File: src/rtl/serial_tx6.sv
// 6-bit serial transmitter: start(0), 6 data bits, even parity, stop(1), BAUD_DIV cycles per bit.
// Frame starts the cycle after Load is accepted in IDLE; Load is ignored while a frame is on the line.
module serial_tx6 #(
    parameter int BAUD_DIV = 4
) (
    input  logic       Clk,
    input  logic       reset,
    input  logic [5:0] D,
    input  logic       Load,
    input  logic       Dir,
    output logic       Ready,
    output logic       Busy,
    output logic       SO,
    output logic       Done
);

    typedef enum logic [2:0] {
        IDLE,
        START,
        DATA,
        PARITY,
        STOP
    } state_t;

    localparam logic [7:0] LAST = 8'(BAUD_DIV - 1);

    state_t     state_q, state_d;
    logic [7:0] cnt_q, cnt_d;
    logic [2:0] idx_q, idx_d;
    logic [5:0] data_q, data_d;
    logic       dir_q, dir_d;
    logic       done_q, done_d;
    logic       so_q, so_d;
    logic       busy_q, busy_d;
    logic       wrap;

    assign wrap  = (cnt_q == LAST);
    assign SO    = so_q;
    assign Busy  = busy_q;
    assign Ready = ~busy_q;
    assign Done  = done_q;

    always_comb begin
        state_d = state_q;
        cnt_d   = cnt_q;
        idx_d   = idx_q;
        data_d  = data_q;
        dir_d   = dir_q;
        done_d  = 1'b0;
        so_d    = 1'b1;
        busy_d  = 1'b0;

        if (state_q == IDLE) begin
            cnt_d = 8'd0;
            idx_d = 3'd0;
        end else begin
            cnt_d = wrap ? 8'd0 : cnt_q + 8'd1;
        end

        case (state_q)
            IDLE: begin
                if (Load) begin
                    state_d = START;
                    data_d  = D;
                    dir_d   = Dir;
                end
            end
            START: begin
                if (wrap) state_d = DATA;
            end
            DATA: begin
                if (wrap) begin
                    if (idx_q == 3'd5) begin
                        state_d = PARITY;
                        idx_d   = 3'd0;
                    end else begin
                        idx_d = idx_q + 3'd1;
                    end
                end
            end
            PARITY: begin
                if (wrap) state_d = STOP;
            end
            STOP: begin
                if (wrap) begin
                    state_d = IDLE;
                    done_d  = 1'b1;
                end
            end
            default: state_d = IDLE;
        endcase

        // Line level is computed from next state so SO/Busy come straight off flops.
        case (state_d)
            START:   so_d = 1'b0;
            DATA:    so_d = dir_d ? data_d[3'd5 - idx_d] : data_d[idx_d];
            PARITY:  so_d = ^data_d;
            default: so_d = 1'b1;
        endcase
        busy_d = (state_d != IDLE);
    end

    always_ff @(posedge Clk) begin
        if (reset) begin
            state_q <= IDLE;
            cnt_q   <= 8'd0;
            idx_q   <= 3'd0;
            data_q  <= 6'd0;
            dir_q   <= 1'b0;
            done_q  <= 1'b0;
            so_q    <= 1'b1;
            busy_q  <= 1'b0;
        end else begin
            state_q <= state_d;
            cnt_q   <= cnt_d;
            idx_q   <= idx_d;
            data_q  <= data_d;
            dir_q   <= dir_d;
            done_q  <= done_d;
            so_q    <= so_d;
            busy_q  <= busy_d;
        end
    end

endmodule

File: config.mk
export PLATFORM = sky130hd
export DESIGN_NAME = serial_tx6
export DESIGN_NICKNAME = d
export VERILOG_FILES = /design/src/rtl/serial_tx6.sv
export SDC_FILE = /design/constraint.sdc
export NUM_CORES = 1
export LEC_CHECK = 0
export CAP_MARGIN = 30
export CELL_PAD_IN_SITES_DETAIL_PLACEMENT = 0
export CELL_PAD_IN_SITES_GLOBAL_PLACEMENT = 1
export CORE_UTILIZATION = 42
export DETAILED_ROUTE_END_ITERATION = 8
export GPL_TIMING_DRIVEN = 0
export PLACE_DENSITY = 0.85
export SLEW_MARGIN = 0
export SYNTH_ARGS = -nofsm -noshare
export SYNTH_HDL_FRONTEND = slang
export SYNTH_SLANG_ARGS = --single-unit
File: constraint.sdc
create_clock -name Clk -period 2.75 [get_ports Clk]
set_input_delay 0.55 -clock Clk [delete_from_list [all_inputs] [get_ports Clk]]
set_output_delay 0.55 -clock Clk [all_outputs]
set_load 0.02 [all_outputs]
==> metrics.md <==
| Metric | Value |
|---|---|
| Largest family of logic cells by synthesized area | `simple AND/OR/NAND/NOR gates` |
| Crit path time final | `2.59 ns` |
| Leakage power | `0.575 nW` |
| Maximum root-to-sink buffer count | `2` |
| Post-route insts no fill | `215` |
| CTS Sinks | `24` |
| Count of state elements after synthesis | `24` |
| Pint | `502 uW` |
| DIE AREA | `3410 sq um` |
| Nets@finish | `183` |
| Sequential share of power | `53.5%` |
| HPWL Detailed | `2.07 mm` |
| DR WL/cell | `12.8 microns` |
| Initial DRC Count | `36` |
| Avg Inst Size Synth | `8.63 sq um` |
| Adder-Cell Fraction of Synth Area | `0.935%` |
| Final wirelength | `2.75 mm` |
| Synthesized cell area | `1340 sq um` |
| CTS Buf Count | `3` |
| RSZ-0062 raised after global routing | `no` |
| CP max stage cell | `clkdlybuf4s50_1` |
| Crit end category | `flop` |
| Clk pwr share | `27.9%` |
| Number of synthesized flops with an enable pin | `0` |
| Highest ir drop seen on vdd | `0.278 mV` |
| Sequential fraction of the synthesis area | `35.9%` |
| Worst Skew | `0.00939 ns` |
| TritonCTS clock tree | `done` |
| Most frequent standard cell in the layout excluding fill and tap cells | `dfxtp_1` |
| Starting Density | `44.2%` |
| Multiplexer share of the synthesized area | `10.0%` |
| Layout cell share with drive strength beyond 1 | `9.36%` |
| Combinational power share | `18.6%` |
| Fmax | `0.385 GHz` |
| FFs w/ async S/R, synth | `0%` |
| Crit-path cells | `clkdlybuf4s50_1 > nor4b_4 > mux2i_1 > and2b_1 > mux2_2 > a2111o_1 > a32oi_1` |
| Dominant cell type by area after synthesis | `dfxtp_1` |
| Area post-placement | `1500 sq um` |
| CP Data Arrival Time | `2.85 ns` |
| Setup TNS Final | `0 ns` |
| Max cap viols | `0` |
| CP peak stage delay | `0.52 ns` |
| Top cells by area, synth | `dfxtp_1 (36%), mux2i_1 (7.5%), xnor2_1 (6.5%)` |
| Main synth FF type | `dfxtp_1` |
| Antenna Cells | `0` |
| Commonest non-fill, non-tap cells in the layout | `dfxtp_1 (24), nor2_1 (16), nand2_1 (14)` |
| DR DRC count | `0` |
| Total track usage | `18.2%` |
| CP Class | `in2reg` |
| Grt total ovfl | `0` |
| Routability Congestion | `0.827` |
| Final core utilization | `51.9%` |
| Post-route clock period utilization | `94.3%` |
| Relative slew slack | `65.4%` |
| Syn-to-layout area delta | `17.4%` |
| Worst-Skew Late Latency | `0.32 ns` |
| Top cell type's share of synthesized area | `35.9%` |
| DRT Pass-1 Iters | `4` |
| Final Cell Area | `1570 sq um` |
| IO Pins | `14` |
| Final ANT Viol Nets | `0` |
| Cell count after synthesis | `155` |
| FP Rows | `20` |
| Die height | `58.4 microns` |
| Net Sw Frac | `27.0%` |
| Average via count per standard cell | `5.22` |
| WHS | `0.494 ns` |
| Slew Limit Fails | `0` |
| # port buffers | `11` |
| Die W | `58.4 microns` |
| Hold Path Class | `reg2reg` |
| CTS H-tree lvls | `1` |
| Netlist cell types | `35` |
| XOR/XNOR share of the synthesized area | `11.8%` |
| Placed Cells | `210` |
| Net Count, Synth | `166` |
| Worst slew pin tran | `0.516 ns` |
| Via count | `1123` |
| Core Box Area | `3030 sq um` |
| Status | `finished clean` |
| P per Cell Area | `438 nW/um^2` |
| Final setup vio count | `0` |
| First-pass GRT wire length | `4.71 mm` |
| Switch Pwr | `185 uW` |
| Compound-Gate Fraction of Synth Area | `11.9%` |
| Critical Path Start Type | `primary input` |
| Largest net degree at the start of global routing | `14` |
| Synth Warn # | `0` |
| CP required | `3.01 ns` |
| Critical Path Fanout Max | `4` |
| Post-Synth Simple-Gate Area | `25.9%` |
| CTS root buf | `clkbuf_4` |
| Vias in the first global route | `1034` |
| Hold Vio Cnt, Final | `0` |
| Initial antenna violation count | `0` |
| Clock Pin Slew Worst Setup and Hold Paths | `0.14 ns` |
final cells by class:
class | count | area, sq um
plain buffers | 8 | 40.0
clock buffers | 4 | 36.3
fillers | 277 | 1460
inverters | 2 | 7.51
multi-input cells | 121 | 833
flip-flops and latches | 24 | 480
well taps | 44 | 55.1
repair buffers | 12 | 118
what timing repair did:
| action | in CTS | in global routing |
|---|---|---|
| setup endpoints to repair | 1 | 1 |
| hold buffers | 0 | 0 |
| gates cloned | 0 | 0 |
| setup buffers | 1 | 0 |
| resized for setup | 2 | 2 |
power by group through the flow:
| stage | logic [mW] | clock network [mW] | registers (mW) |
|---|---|---|---|
| global route | 0.142 | 0.210 | 0.369 |
| CTS | 0.128 | 0.198 | 0.368 |
| detailed placement | 0.125 | 0 | 0.375 |
| floorplan | 0.0847 | 0 | 0.377 |
| finish | 0.128 | 0.192 | 0.368 |
| global placement | 0.124 | 0 | 0.375 |
routing by layer:
layer	GRT usage, %	vias to the layer above	share of wire (%)
li1	-	578	-
met4	4.08	0	0.95
met2	31.2	20	49
met5	0	-	0
met1	22.9	521	46
met3	4.62	4	3.7
stage by stage:
stage	power [mW]	setup WS, ns
after global placement	0.498	-0.394
after global routing	0.721	0.0279
after detailed placement	0.501	-0.424
after floorplan	0.461	0.325
after CTS	0.694	0.0536
final	0.687	0.156
path summary, 6_finish.rpt:
path / startpoint / end / slack (ns) / cells past startpoint
worst max-delay path: Load / SO$_SDFF_PP1_ / 0.16 / 7
worst min-delay path: cnt_q[0]$_SDFF_PP0_ / cnt_q[0]$_SDFF_PP0_ / 0.49 / 1
worst max register to register: cnt_q[0]$_SDFF_PP0_ / SO$_SDFF_PP1_ / 0.24 / 7
worst min register to register: cnt_q[0]$_SDFF_PP0_ / cnt_q[0]$_SDFF_PP0_ / 0.49 / 1
worst max-delay path: cells and delay by family:
kind / cells / cell delay, ns
multiplexers: 2 / 0.65
AO/OA/AOI/OAI: 2 / 0.60
AND/OR/NAND/NOR: 2 / 0.53
buffers and inverters: 1 / 0.52
state kept, by name (all words and copies together) (netlist names):
signal and cells:
dir_q 1, idx_q 3, data_q 6, Done 1, state_q 3, cnt_q 8, Busy 1, SO 1
Yosys cell counts (3+ instances only):
cell type and count:
nor2b_1 9, xor2_1 8, nand2_1 14, and3_1 5
mux2_2 3, nor2_1 16, buf_1 3, a21oi_1 8
nor3_1 3, a211oi_1 4, nand3_1 8, xnor2_1 10
nor4_1 3, dfxtp_1 24, mux2i_1 10
cell families after synthesis:
kind of cell / after synthesis
AND/OR/NAND/NOR: 66
AO/OA/AOI/OAI: 23
adder cells (fa/ha/maj): 1
flip-flops: 24
multiplexers: 13
buffers and inverters: 10
XOR/XNOR: 18
Note: power is estimated with default switching activity, not from simulation.
